--- config.mk ---
export PLATFORM = sky130hd
export DESIGN_NAME = video_src_sched_flat
export DESIGN_NICKNAME = d
export VERILOG_FILES = /design/src/rtl/video_pkg.sv /design/src/rtl/video_src_sched_if.sv /design/src/rtl/video_frame_tick.sv /design/src/rtl/video_src_sched.sv /design/src/flat_wrapper.sv
export SDC_FILE = /design/constraint.sdc
export NUM_CORES = 1
export LEC_CHECK = 0
export CAP_MARGIN = 10
export CORE_AREA = 2 2 53 55
export CTS_BUF_LIST = sky130_fd_sc_hd__clkbuf_2
export DETAILED_ROUTE_END_ITERATION = 8
export DIE_AREA = 0 0 55 57
export DONT_BUFFER_PORTS = 1
export PLACE_DENSITY = 0.71
export SLEW_MARGIN = 30
export SYNTH_ARGS = -nofsm -noshare
export SYNTH_HDL_FRONTEND = slang
export SYNTH_SLANG_ARGS = --single-unit
--- constraint.sdc ---
create_clock -name clk_i -period 4.3 [get_ports clk_i]
set_clock_uncertainty 0.1 [all_clocks]
set_input_delay 0.86 -clock clk_i [delete_from_list [all_inputs] [get_ports clk_i]]
set_output_delay 0.86 -clock clk_i [all_outputs]
set_load 0.01 [all_outputs]
--- src/rtl/video_pkg.sv ---
// Shared types and constants for the video source scheduler slice.
//   vsched_state_t : scheduler FSM states (live/colour, each with a pending variant)
//   MODE_*         : encodings of the 2-bit source mode input
package video_pkg;

  typedef enum logic [1:0] {
    ST_LIVE        = 2'b00,
    ST_LIVE_PEND   = 2'b01,
    ST_COLOUR      = 2'b10,
    ST_COLOUR_PEND = 2'b11
  } vsched_state_t;

  localparam logic [1:0] MODE_LIVE   = 2'b00;
  localparam logic [1:0] MODE_COLOUR = 2'b01;
  localparam logic [1:0] MODE_AUTO   = 2'b10;
  localparam logic [1:0] MODE_MANUAL = 2'b11;

endpackage

--- src/rtl/video_src_sched_if.sv ---
// Control/status bundle of the video source scheduler.
//   mode_i      : source mode (force live / force colour / auto / manual)
//   req_i       : manual toggle request
//   vid_sel_o   : selected source, 0 = live, 1 = colour
//   pend_o      : switch wanted but not yet taken
//   switch_o    : one-clk pulse after a switch
//   frame_cnt_o : free-running frame tick counter
// slave = the scheduler, master = whoever drives the mode/request.
interface video_src_sched_if #(
  parameter int unsigned FCNT_W = 16
);
  logic [1:0]        mode_i;
  logic              req_i;
  logic              vid_sel_o;
  logic              pend_o;
  logic              switch_o;
  logic [FCNT_W-1:0] frame_cnt_o;

  modport slave (
    input  mode_i, req_i,
    output vid_sel_o, pend_o, switch_o, frame_cnt_o
  );

  modport master (
    output mode_i, req_i,
    input  vid_sel_o, pend_o, switch_o, frame_cnt_o
  );
endinterface

--- src/rtl/video_frame_tick.sv ---
// Frame tick generator: rising edge of Vblank seen on clock-enabled cycles.
//   clk_i    : video clock
//   rst_ni   : async active-low reset
//   cen_i    : video clock enable
//   vblank_i : vertical blanking
//   tick_o   : one cen cycle high at the start of Vblank
module video_frame_tick (
  input  logic clk_i,
  input  logic rst_ni,
  input  logic cen_i,
  input  logic vblank_i,
  output logic tick_o
);
  logic vblank_d;

  // Resets high so a reset released inside Vblank does not look like an edge.
  always_ff @(posedge clk_i or negedge rst_ni) begin
    if (!rst_ni)    vblank_d <= 1'b1;
    else if (cen_i) vblank_d <= vblank_i;
  end

  assign tick_o = cen_i & vblank_i & ~vblank_d;
endmodule

--- src/rtl/video_src_sched.sv ---
// Frame-synchronous live/colour source scheduler. Switches only at the start
// of Vblank, honours a minimum dwell between switches.
//   clk_i, rst_ni, cen_i : video clock, async active-low reset, clock enable
//   vh_blank_i           : {Vblank, Hblank}; only Vblank is used
//   sched                : mode/request in, selection/pending/switch/frame count out
module video_src_sched
  import video_pkg::*;
#(
  parameter int unsigned FRAME_W     = 8,
  parameter int unsigned AUTO_FRAMES = 60,
  parameter int unsigned MIN_DWELL   = 2,
  parameter int unsigned FCNT_W      = 16
) (
  input  logic                 clk_i,
  input  logic                 rst_ni,
  input  logic                 cen_i,
  input  logic [1:0]           vh_blank_i,
  video_src_sched_if.slave     sched
);
  localparam logic [FRAME_W-1:0] AUTO_TH  = FRAME_W'(AUTO_FRAMES - 1);
  localparam logic [FRAME_W-1:0] DWELL_TH = FRAME_W'(MIN_DWELL - 1);

  vsched_state_t     state, state_n;
  logic              tick, want, take, sel, pend;
  logic [FRAME_W-1:0] dwell;
  logic              req_lat;
  logic              switch_q;
  logic [FCNT_W-1:0] fcnt;
  logic              unused_hblank;

  assign unused_hblank = vh_blank_i[0];

  video_frame_tick u_tick (
    .clk_i    (clk_i),
    .rst_ni   (rst_ni),
    .cen_i    (cen_i),
    .vblank_i (vh_blank_i[1]),
    .tick_o   (tick)
  );

  always_ff @(posedge clk_i or negedge rst_ni) begin
    if (!rst_ni) state <= ST_LIVE;
    else         state <= state_n;
  end

  always_comb begin
    state_n = state;
    sel     = (state == ST_COLOUR) || (state == ST_COLOUR_PEND);
    pend    = (state == ST_LIVE_PEND) || (state == ST_COLOUR_PEND);
    unique case (sched.mode_i)
      MODE_LIVE:   want = sel;
      MODE_COLOUR: want = ~sel;
      MODE_AUTO:   want = (dwell >= AUTO_TH);
      default:     want = req_lat | sched.req_i;
    endcase
    // tick already carries cen_i, so take is a single-clk event
    take = tick & want & (dwell >= DWELL_TH);
    if (cen_i) begin
      if (take) begin
        state_n = sel ? ST_LIVE : ST_COLOUR;
      end else begin
        unique case (state)
          ST_LIVE:        if (want)  state_n = ST_LIVE_PEND;
          ST_COLOUR:      if (want)  state_n = ST_COLOUR_PEND;
          ST_LIVE_PEND:   if (!want) state_n = ST_LIVE;
          ST_COLOUR_PEND: if (!want) state_n = ST_COLOUR;
          default:                   state_n = ST_LIVE;
        endcase
      end
    end
  end

  always_ff @(posedge clk_i or negedge rst_ni) begin
    if (!rst_ni) begin
      dwell    <= '0;
      req_lat  <= 1'b0;
      switch_q <= 1'b0;
      fcnt     <= '0;
    end else begin
      switch_q <= take;
      if (cen_i) begin
        if (take)                dwell <= '0;
        else if (tick && dwell != '1) dwell <= dwell + 1'b1;

        if (sched.mode_i != MODE_MANUAL || take) req_lat <= 1'b0;
        else if (sched.req_i)                    req_lat <= 1'b1;

        if (tick) fcnt <= fcnt + 1'b1;
      end
    end
  end

  assign sched.vid_sel_o   = sel;
  assign sched.pend_o      = pend;
  assign sched.switch_o    = switch_q;
  assign sched.frame_cnt_o = fcnt;
endmodule

--- src/flat_wrapper.sv ---
// flat-port wrapper written by rule: the top's interface ports become plain ports
module video_src_sched_flat import video_pkg::*;
#(
  parameter int unsigned FRAME_W     = 8,
  parameter int unsigned AUTO_FRAMES = 60,
  parameter int unsigned MIN_DWELL   = 2,
  parameter int unsigned FCNT_W      = 16
)
  (clk_i, rst_ni, cen_i, vh_blank_i, sched_mode_i, sched_req_i, sched_vid_sel_o, sched_pend_o, sched_switch_o, sched_frame_cnt_o);
  video_src_sched_if #(.FCNT_W(FCNT_W)) sched_i ();
  input  logic clk_i;
  input  logic rst_ni;
  input  logic cen_i;
  input  logic [1:0] vh_blank_i;
  input wire logic [$bits(sched_i.mode_i)-1:0] sched_mode_i;
  input wire logic [$bits(sched_i.req_i)-1:0] sched_req_i;
  output wire logic [$bits(sched_i.vid_sel_o)-1:0] sched_vid_sel_o;
  output wire logic [$bits(sched_i.pend_o)-1:0] sched_pend_o;
  output wire logic [$bits(sched_i.switch_o)-1:0] sched_switch_o;
  output wire logic [$bits(sched_i.frame_cnt_o)-1:0] sched_frame_cnt_o;
  assign sched_i.mode_i = sched_mode_i;
  assign sched_i.req_i = sched_req_i;
  assign sched_vid_sel_o = sched_i.vid_sel_o;
  assign sched_pend_o = sched_i.pend_o;
  assign sched_switch_o = sched_i.switch_o;
  assign sched_frame_cnt_o = sched_i.frame_cnt_o;
  video_src_sched #(.FRAME_W(FRAME_W), .AUTO_FRAMES(AUTO_FRAMES), .MIN_DWELL(MIN_DWELL), .FCNT_W(FCNT_W)) u_core (.clk_i(clk_i), .rst_ni(rst_ni), .cen_i(cen_i), .vh_blank_i(vh_blank_i), .sched(sched_i));
endmodule
==> results.env, run 1 <==
RUN_STATUS='completed'
TRITONCTS_NUM_SINKS=29
SYNTH.DISTINCT_CELLS=42
DRT_DRC_VIOLATIONS_LEFT=0
POSTSYNTH.ASYNCRESETSHARE_PCT=100.0
TIMING.FINAL.MAX_SLEW_VIOLATIONS=0
N_ANTENNA_CELL=0
GRT_SETUP_UNREPAIRED='false'
CTS-RESIZED-GATES=0
GR-MAX-USAGE-LAYER='met2'
DRT-INITIAL-DRC-COUNT=28
POSTSYNTHAREAPERCELL_SQ_UM=10.56
POST_CTS_HOLD_BUFFER_COUNT=0
GRT.OVERFLOW.TOTAL=0
YS_FF_LATCH=29
CRIT-REG2REG-LAUNCH='u_core.dwell[1]'
RR_ENDPOINT='u_core.state[1]'
H-TREE-DEPTH=2
SYNTHESIS.NETS=153
MET2_USAGE_PCT=33.33
SYNTH_CELLS=141
GRT_USAGE_PCT=20.34
MET3_USAGE_IN_GLOBAL_ROUTING_PCT=8.639
CRITICAL-PATH-SLOWEST-CELL='sky130_fd_sc_hd__nor2b_2'
REG2REG_DEPTH=5
FINALHOLDVIOLCOUNT=0
CP-END-KIND='register'
INITIAL_ANTENNA_VIOLATION_COUNT=0
SYNTH_AREA_SQ_MM=0.001489
CLOCK_LATENCY_PS=360
VIA_COUNT_OF_THE_FIRST_GLOBAL_ROUTING_PASS=1078
POST_ROUTE_CELLS_DRIVE_ABOVE_1_SHARE_PCT=14.58
DRV_CAP=0
LIST_OF_MOST_FREQUENT_POST_SYNTHESIS_CELLS='sky130_fd_sc_hd__dfrtp_1 (28), sky130_fd_sc_hd__nand2_1 (13), sky130_fd_sc_hd__nor2_1 (13)'
HOLDCRITPATHCLASS='in -> async'
CTS_TREE='yes'
GRT_MAX_DEGREE=30
SYNTH_ENABLE_FLOP_CELLS=0
AREA_GROWTH_PCT=3.025
ROUTE.VIAS.TOTAL=1037
MULTI_INPUT_GATE_AREA_IN_THE_FINAL_LAYOUT_SQ_UM=704.4
ROUTED_WIRE_LENGTH_PER_INSTANCE_UM=15.21
SLEW_HEADROOM_PCT=63.86
DRTPASS1ITERATIONS=4
SYNTH_SEQ_AREA_SHARE_PCT=48.82
SYNTH_FF_TYPE='sky130_fd_sc_hd__dfrtp_1'
ROOT_BUFFER='sky130_fd_sc_hd__clkbuf_2'
PERIOD_MINUS_SLACK_PS=2131
SYNTHTOPCELLSBYAREA='sky130_fd_sc_hd__dfrtp_1 (47%), sky130_fd_sc_hd__xnor2_1 (6.5%), sky130_fd_sc_hd__xor2_1 (5.3%), sky130_fd_sc_hd__ha_1 (3.4%), sky130_fd_sc_hd__nand2_1 (3.3%)'
DRTANTENNAVIOLNETS=0
POST-ROUTE-PERIOD-UTIL_PCT=49.55
NETS=155
POST-SYNTH-TOP-AREA-FRACTION_PCT=47.06
CPPEAKSTAGEDELAY_PS=550
FLOORPLAN.DIE.WIDTH_UM=55
TRITONCTS.NUM_BUFFERS=5
CRIT_PATH_MAX_FANOUT=11
YOSYSWARNINGS=0
CLK_PATH_BUF_DEPTH=2
PEAKVDDDROP_V=0.0002950
CRITICAL_PATH_BUF_INV_COUNT=0
WORSTPATHARRIVAL_PS=2250
NUMBER_OF_STANDARD_CELL_ROWS_IN_THE_FLOORPLAN=19
NFILLCELLS=231
PORT-BUFFER-COUNT=0
WORST_SLEW_PIN_SLEW_PS=539.7
GP_ROUTABILITY_CONGESTION=0.8490
AREA_OF_THE_PLACEABLE_CORE_SQ_MM=0.002615
INITIAL_CORE_UTIL_PCT=56.94
CHIPHEIGHT_UM=57
CRITPATHLAUNCHTYPE='register'
CLK_PIN_SLEW_PS=160
LEAKAGEPOWER_nW=0.6990
FF_LATCH_AREA_SQ_UM=726.9
WORSTPATHCELLLIST='ha_1 -> o2111ai_1 -> a221oi_1 -> nor2b_2 -> xor2_1'
SYNTH.MOST_COMMON_CELL='sky130_fd_sc_hd__dfrtp_1'
GRTUSAGEMET1_PCT=23.22
PLACE.DETAILED.HPWL_MM=1.873
DIE_AREA_SQ_MM=0.003135
SETUP_TOTAL_NEGATIVE_SLACK_PS=0
DRT-VIAS-PER-INSTANCE=5.926
GRT_PASS1_WL_MM=4.574
CRITPATHKIND='reg -> reg'
CTS_POST_SETUP_BUFFERS_INSERTED=0
WORST-R2R-SETUP-SLACK_PS=2170
FMAX_MHz=469.3
PWR_DENSITY_CELL_mW_PER_MM2=433.8
CPLARGESTDELAYFAMILY='simple AND/OR/NAND/NOR gates'
HOLDWS_PS=64.79
POST-SYNTH-TOP-AREA-CELL='sky130_fd_sc_hd__dfrtp_1'
IO-PIN-COUNT=27
SETUP_VIOL_COUNT_FINAL=0
CP.REQUIRED_PS=4420
TOTAL_WIRE_LENGTH_AFTER_DETAILED_ROUTING_MM=2.662
## stage by stage
| step | util, % | worst slack (ps) | area (sq um) | cells | power (mW) |
|---|---|---|---|---|---|
| after floorplan | - | 2175 | 1489 | 141 | 0.5124 |
| after global placement | 57.22 | 2033 | 1496 | 167 | 0.5295 |
| after detailed placement | 57.22 | 2023 | 1496 | 167 | 0.5414 |
| after CTS | 58.66 | 2155 | 1534 | 175 | 0.6701 |
| after global routing | 58.66 | 2025 | 1534 | 175 | 0.7113 |
| final | 58.66 | 2169 | 1534 | 175 | 0.6654 |
## worst max path at each step
stage               startpoint  depth (start not counted)  slack (ps)              end
2_1_floorplan            cen_i                          5        2180  u_core.dwell[3]
3_3_place_gp     vh_blank_i[1]                          4        2030  u_core.state[1]
3_5_place_dp     vh_blank_i[1]                          4        2020  u_core.state[1]
4_1_cts        u_core.dwell[1]                          5        2150  u_core.state[1]
5_1_grt        u_core.dwell[0]                          5        2020  u_core.state[1]
6_report       u_core.dwell[1]                          5        2170  u_core.state[1]
## cell type report
type | count | area share (%)
clock buffers | 5 | 1.631
clock inverters | 3 | 0.8157
inverters | 7 | 1.713
multi-input cells | 100 | 45.92
flip-flops and latches | 29 | 47.39
well taps | 31 | 2.529
## power by group
group          total, mW  internal, mW  switching [mW]
Sequential         0.398         0.320          0.0777
Combinational      0.136        0.0739          0.0619
Clock              0.132        0.0355          0.0960
## layout by cell type, fill, tap and decap left out, types with 2 or more instances in the layout
cell and count:
sky130_fd_sc_hd__a211oi_2 3, sky130_fd_sc_hd__a21oi_1 3, sky130_fd_sc_hd__clkbuf_2 5, sky130_fd_sc_hd__clkinv_1 2, sky130_fd_sc_hd__dfrtp_1 28, sky130_fd_sc_hd__ha_1 4, sky130_fd_sc_hd__inv_1 7, sky130_fd_sc_hd__nand2_1 13
sky130_fd_sc_hd__nand3_1 7, sky130_fd_sc_hd__nand4_1 2, sky130_fd_sc_hd__nor2_1 13, sky130_fd_sc_hd__nor3_1 7, sky130_fd_sc_hd__nor4b_1 2, sky130_fd_sc_hd__o2111ai_1 2, sky130_fd_sc_hd__o21ai_0 2, sky130_fd_sc_hd__xnor2_1 11
sky130_fd_sc_hd__xor2_1 9
## worst register-to-register path: cells and delay by family, from the launching register on
family                     cells  cell delay [ps]
and+or+nand+nor                1              550
AOI/OAI and AO/OA              2              510
DFF                            1              430
adders and majority gates      1              290
xor gates and xnor gates       1              130
## registers in the layout (all words and copies together), names as in the netlist
name,count
u_core.dwell,8
u_core.req_lat,1
u_core.sched.frame_cnt_o,16
u_core.sched.switch_o,1
u_core.state,2
u_core.u_tick.vblank_d,1
## metal layers
| metal | routed length (um) | share of wire (%) |
|---|---|---|
| met5 | 0 | 0 |
| met4 | 27 | 1.0 |
| met3 | 180 | 6.8 |
| met2 | 1328 | 50 |
| met1 | 1125 | 42 |
## kinds of logic after synthesis
group / Yosys count / synth area share [%]
compound gates: 13 / 7.059
xor+xnor: 20 / 11.76
fa+ha+maj: 4 / 3.361
buf+inv: 12 / 3.866
flops: 29 / 48.82
mux: 2 / 1.429
simple gates: 61 / 23.70
Note: power is estimated with default switching activity, not from simulation.
==> run 2, diff against run 1 <==
- CORE_AREA: 2 2 53 55 -> 2 2 54 56
- DIE_AREA: 0 0 55 57 -> 0 0 56 58
- clock period: 4.3 -> 1.9 ns (I/O delays scaled with it)
==> results.env, run 2 (synthesis gave the netlist of run 1 again) <==
RUN_STATUS='completed'
LAYOUT.CELLS.MOST_COMMON_LIST='sky130_fd_sc_hd__dfrtp_1 (28), sky130_fd_sc_hd__nor2_1 (13), sky130_fd_sc_hd__nand2_1 (13)'
DRT-INITIAL-DRC-COUNT=38
CPLARGESTDELAYFAMILY='simple AND/OR/NAND/NOR gates'
DRTANTENNAVIOLNETS=0
SLEW_HEADROOM_PCT=65.30
FMAX_MHz=534.7
SETUP_VIOL_COUNT_FINAL=0
FLOORPLAN.DIE.WIDTH_UM=56
MIN_PATH_CELLS=2
TRITONCTS_NUM_SINKS=29
ROUTE.VIAS.TOTAL=1110
TOTAL_SWITCHING_POWER_uW=599.3
CTS_TREE='yes'
GRT_USAGE_PCT=19.07
AREA_GROWTH_PCT=16.72
GRT_MAX_DEGREE=30
POSTLAYOUTSETUPSLACKWORST_PS=29.63
PORT-BUFFER-COUNT=0
TOTAL_WIRE_LENGTH_AFTER_DETAILED_ROUTING_MM=2.950
CRITPATHKIND='reg -> reg'
CRITPATHLAUNCHTYPE='register'
STDCELL_AREA_SQ_MM=0.001738
NETS=172
H-TREE-DEPTH=2
CLOCK_LATENCY_PS=360
HOLDCRITPATHCLASS='in -> reg'
CRITICAL_PATH_BUF_INV_COUNT=2
DRT-VIAS-PER-INSTANCE=5.781
TIMING.FINAL.MAX_SLEW_VIOLATIONS=0
PWR-SHARE-CLK_PCT=17.2
LEAKAGEPOWER_nW=0.7963
GP_ROUTABILITY_CONGESTION=0.8593
CLK_PIN_SLEW_PS=130
WORSTPATHCELLLIST='buf_6 -> inv_4 -> ha_4 -> or4b_4 -> o21ai_4 -> nor2b_4 -> a211oi_2'
REG2REG_DEPTH=7
CRITICAL-PATH-SLOWEST-CELL='sky130_fd_sc_hd__or4b_4'
AREA_OF_THE_PLACEABLE_CORE_SQ_MM=0.002663
GRT_PASS1_WL_MM=4.719
CP-END-KIND='register'
INITIAL_ANTENNA_VIOLATION_COUNT=0
PLACE.DETAILED.HPWL_MM=1.991
POWER.SHARE.SWITCHING_PCT=34.64
N_ANTENNA_CELL=0
DIE_AREA_SQ_MM=0.003248
FINAL_COMMON_CELL='sky130_fd_sc_hd__dfrtp_1'
FINALHOLDVIOLCOUNT=0
POWER.INTERNAL_mW=1.131
GRT.OVERFLOW.TOTAL=0
PERIOD_MINUS_SLACK_PS=1870
POST_ROUTE_CELLS_DRIVE_ABOVE_1_SHARE_PCT=27.33
DRV_CAP=0
PEAKVDDDROP_V=0.0008633
IO-PIN-COUNT=27
CHIPHEIGHT_UM=58
CRIT_PATH_MAX_FANOUT=6
CP.REQUIRED_PS=2070
DP_WORST_SETUP_SLACK_PS=-59.72
ROUTED_WIRE_LENGTH_PER_INSTANCE_UM=15.36
INITIAL_CORE_UTIL_PCT=55.92
POST-ROUTE-PERIOD-UTIL_PCT=98.44
GRT_SETUP_UNREPAIRED='true'
LARGEST_REG_FLOPS=16
WORST-R2R-SETUP-SLACK_PS=30
POST-LAYOUT-TOTAL-POWER_mW=1.730
DRT_DRC_VIOLATIONS_LEFT=0
HOLDWS_PS=65.87
POST_DP_CELL_AREA_SQ_MM=0.001572
SHARE_COMB_OF_TOTAL_POWER_PCT=32.8
WORST_SLEW_PIN_SLEW_PS=515.7
CRIT-REG2REG-LAUNCH='u_core.dwell[0]'
POWER.SHARE.SEQUENTIAL_PCT=50.0
CPPEAKSTAGEDELAY_PS=460
PWR_DENSITY_CELL_mW_PER_MM2=995.4
SETUP_TOTAL_NEGATIVE_SLACK_PS=0
CLK_PATH_BUF_DEPTH=2
WORSTPATHARRIVAL_PS=2040
NUMBER_OF_STANDARD_CELL_ROWS_IN_THE_FLOORPLAN=19
ROOT_BUFFER='sky130_fd_sc_hd__clkbuf_2'
VIA_COUNT_OF_THE_FIRST_GLOBAL_ROUTING_PASS=1092
HOLD_PATH_END='u_core.req_lat'
RR_ENDPOINT='u_core.dwell[5]'
DRTPASS1ITERATIONS=4
HOLD_PATH_STARTPOINT='sched_mode_i[1]'
TRITONCTS.NUM_BUFFERS=5
[run 2: how the worst max path moves through the flow]
stage	start	end	slack, ps	cells after the start
2_1_floorplan	u_core.dwell[0]	u_core.req_lat	150	7
3_3_place_gp	u_core.dwell[0]	u_core.state[1]	-20	5
3_5_place_dp	u_core.dwell[0]	u_core.state[1]	-60	5
4_1_cts	u_core.dwell[1]	u_core.req_lat	10	7
5_1_grt	u_core.dwell[0]	u_core.dwell[5]	-40	7
6_report	u_core.dwell[0]	u_core.dwell[5]	30	7
[run 2: layout make-up]
cell class / count / area (sq um)
Tap cell: 31 / 38.79
Timing Repair Buffer: 16 / 148.9
Clock buffer: 7 / 35.03
Inverter: 7 / 31.28
Multi-Input combinational cell: 101 / 753.2
Sequential cell: 29 / 726.9
Fill cell: 219 / 924.6
Clock inverter: 1 / 3.754
[run 2: per-stage QoR]
step                std cells  utilization [%]
finish                    192            65.27
global route              192            65.27
CTS                       191            63.58
detailed placement        177            59.02
global placement          177            59.02
floorplan                 141                -
[run 2: power by group through the flow]
stage               registers, mW  logic [mW]  clock network, mW
floorplan                   0.864       0.296                  0
global placement            0.868       0.408                  0
detailed placement          0.874       0.427                  0
CTS                         0.865       0.504              0.314
global route                0.879       0.626              0.335
finish                      0.866       0.567              0.297
[run 2: what timing repair did]
action / 4_1_cts / 5_1_grt
hold buffers: 3 / 0
endpoints found under the hold margin: 31 / 0
setup buffers: 2 / 1
setup endpoints to repair: 11 / 10
gates cloned: 1 / 0
resized for setup: 6 / 9
pin swaps: 1 / 4
[run 2: routing by layer]
layer  GRT usage [%]  routed length [um]
met5               0                   0
met1           19.94                1244
met4           9.864                  76
met2           33.11                1457
met3           7.813                 172
==> run 3, diff against run 2 <==
- BUFFER_PORTS_ARGS: unset -> -buffer_cell sky130_fd_sc_hd__clkbuf_2
- CORE_AREA: 2 2 54 56 -> 2 2 58 60
- DIE_AREA: 0 0 56 58 -> 0 0 60 62
- DONT_BUFFER_PORTS: 1 -> unset
- PLACE_DENSITY: 0.71 -> 0.7
==> results.env, run 3 (synthesis gave the netlist of run 1 again) <==
GRT_USAGE_PCT=17.91
GRT.OVERFLOW.TOTAL=0
MIN_PATH_CELLS=3
SLEW_HEADROOM_PCT=52.84
RUN_STATUS='completed'
GP_ROUTABILITY_CONGESTION=0.8513
FMAX_MHz=538.5
LARGEST_REG_FLOPS=16
FINALHOLDVIOLCOUNT=0
DIE_AREA_SQ_MM=0.003720
CHIPHEIGHT_UM=62
CRIT-REG2REG-LAUNCH='u_core.dwell[1]'
SETUP_VIOL_COUNT_FINAL=0
GRT_PASS1_WL_MM=4.740
WORST_SLEW_PIN_SLEW_PS=707.4
WORSTPATHARRIVAL_PS=2010
CLOCK_LATENCY_PS=360
N_ANTENNA_CELL=0
DRT-VIAS-PER-INSTANCE=5.098
CLK_PIN_SLEW_PS=130
PERIOD_MINUS_SLACK_PS=1857
IO-PIN-COUNT=27
DRV_CAP=0
CP-END-KIND='register'
GRT_SETUP_UNREPAIRED='true'
POST_DP_CELL_AREA_SQ_MM=0.001700
POST-ROUTE-PERIOD-UTIL_PCT=97.73
CRITPATHLAUNCHTYPE='register'
HOLD_PATH_STARTPOINT='sched_mode_i[1]'
HOLDWS_PS=189.9
STDCELL_AREA_SQ_MM=0.001782
FINAL_COMMON_CELL='sky130_fd_sc_hd__clkbuf_2'
TRITONCTS.NUM_BUFFERS=5
DRT_DRC_VIOLATIONS_LEFT=0
SETUP_TOTAL_NEGATIVE_SLACK_PS=0
POSTLAYOUTSETUPSLACKWORST_PS=43.12
TOTAL_WIRE_LENGTH_AFTER_DETAILED_ROUTING_MM=2.813
PLACE.DETAILED.HPWL_MM=1.973
PEAKVDDDROP_V=0.0004485
HOLDCRITPATHCLASS='in -> reg'
TIMING.FINAL.MAX_SLEW_VIOLATIONS=0
CRITPATHKIND='reg -> reg'
AREA_OF_THE_PLACEABLE_CORE_SQ_MM=0.003179
LAYOUT.CELLS.MOST_COMMON_LIST='sky130_fd_sc_hd__clkbuf_2 (31), sky130_fd_sc_hd__dfrtp_1 (28), sky130_fd_sc_hd__nor2_1 (13), sky130_fd_sc_hd__nand2_1 (13), sky130_fd_sc_hd__xnor2_1 (11)'
ROOT_BUFFER='sky130_fd_sc_hd__clkbuf_2'
ROUTE.VIAS.TOTAL=1147
INITIAL_CORE_UTIL_PCT=46.83
LEAKAGEPOWER_nW=0.8586
CP.REQUIRED_PS=2050
TRITONCTS_NUM_SINKS=29
WORST-R2R-SETUP-SLACK_PS=40
DRTANTENNAVIOLNETS=0
CLK_PATH_BUF_DEPTH=2
NUMBER_OF_STANDARD_CELL_ROWS_IN_THE_FLOORPLAN=21
CTS_TREE='yes'
CRIT_PATH_MAX_FANOUT=4
PORT-BUFFER-COUNT=25
VIA_COUNT_OF_THE_FIRST_GLOBAL_ROUTING_PASS=1112
REG2REG_DEPTH=7
POST_ROUTE_CELLS_DRIVE_ABOVE_1_SHARE_PCT=32.96
HOLD_PATH_END='u_core.req_lat'
DP_WORST_SETUP_SLACK_PS=43.80
GRT_MAX_DEGREE=30
H-TREE-DEPTH=2
RR_ENDPOINT='u_core.state[1]'
DRTPASS1ITERATIONS=4
AREA_GROWTH_PCT=19.66
FLOORPLAN.DIE.WIDTH_UM=60
FINAL_CORE_UTILIZATION_PCT=56.04
ROUTED_WIRE_LENGTH_PER_INSTANCE_UM=12.50
PWR_DENSITY_CELL_mW_PER_MM2=923.7
DRT-INITIAL-DRC-COUNT=44
INITIAL_ANTENNA_VIOLATION_COUNT=0
NETS=191
run 3: cell types whose count changed in the layout (fill, tap and decap cells not counted), sizes merged:
cell | before | now
clkbuf | 7 | 31
buf | 14 | 10
dlygate4sd3 | 2 | 1
nor2b | 3 | 2
run 3: stage by stage:
| step | total power [mW] | std cells |
|---|---|---|
| after floorplan | 1.160 | 141 |
| after global placement | 1.294 | 215 |
| after detailed placement | 1.319 | 215 |
| after CTS | 1.609 | 223 |
| after global routing | 1.786 | 225 |
| final | 1.646 | 225 |
run 3: per-layer routing:
layer	GRT usage, %	wire (um)
met1	19.32	1150
met2	30.90	1482
met3	7.453	128
met4	7.937	51
met5	0	0
run 3: cell type report:
class                           instances  area (sq um)
Clock buffer                            6         30.03
Clock inverter                          1         3.754
Fill cell                             294          1398
Inverter                                7         26.28
Multi-Input combinational cell        100         723.2
Sequential cell                        29         726.9
Tap cell                               46         57.56
Timing Repair Buffer                   36         214.0
run 3: repair_timing:
item | 4_1_cts | 5_1_grt
hold buffers | 1 | 0
setup endpoints to repair | 0 | 10
endpoints found under the hold margin | 28 | 0
gates resized for setup | 0 | 5
setup buffers | 0 | 2
run 3: power by group:
group	switching (mW)	internal [mW]
combinational	0.244	0.261
sequential	0.134	0.725
clock	0.197	0.0857
total	0.574	1.07
run 3: worst max path at each step:
stage / from / end / slack, ps
3_3_place_gp: u_core.dwell[0] / u_core.dwell[2] / 80
3_5_place_dp: u_core.dwell[0] / u_core.dwell[2] / 40
4_1_cts: u_core.dwell[0] / u_core.dwell[2] / 8
5_1_grt: u_core.dwell[0] / u_core.dwell[7] / -30
2_1_floorplan: u_core.dwell[0] / u_core.req_lat / 150
6_report: u_core.dwell[1] / u_core.state[1] / 40
run 3: worst max-delay path, stage by stage, from the launching register on:
cell and delay [ps]:
sky130_fd_sc_hd__dfrtp_1 430, sky130_fd_sc_hd__inv_1 90, sky130_fd_sc_hd__ha_1 130, sky130_fd_sc_hd__or4b_4 480
sky130_fd_sc_hd__o21ai_4 190, sky130_fd_sc_hd__nor2b_2 70, sky130_fd_sc_hd__buf_4 140, sky130_fd_sc_hd__xor2_1 130
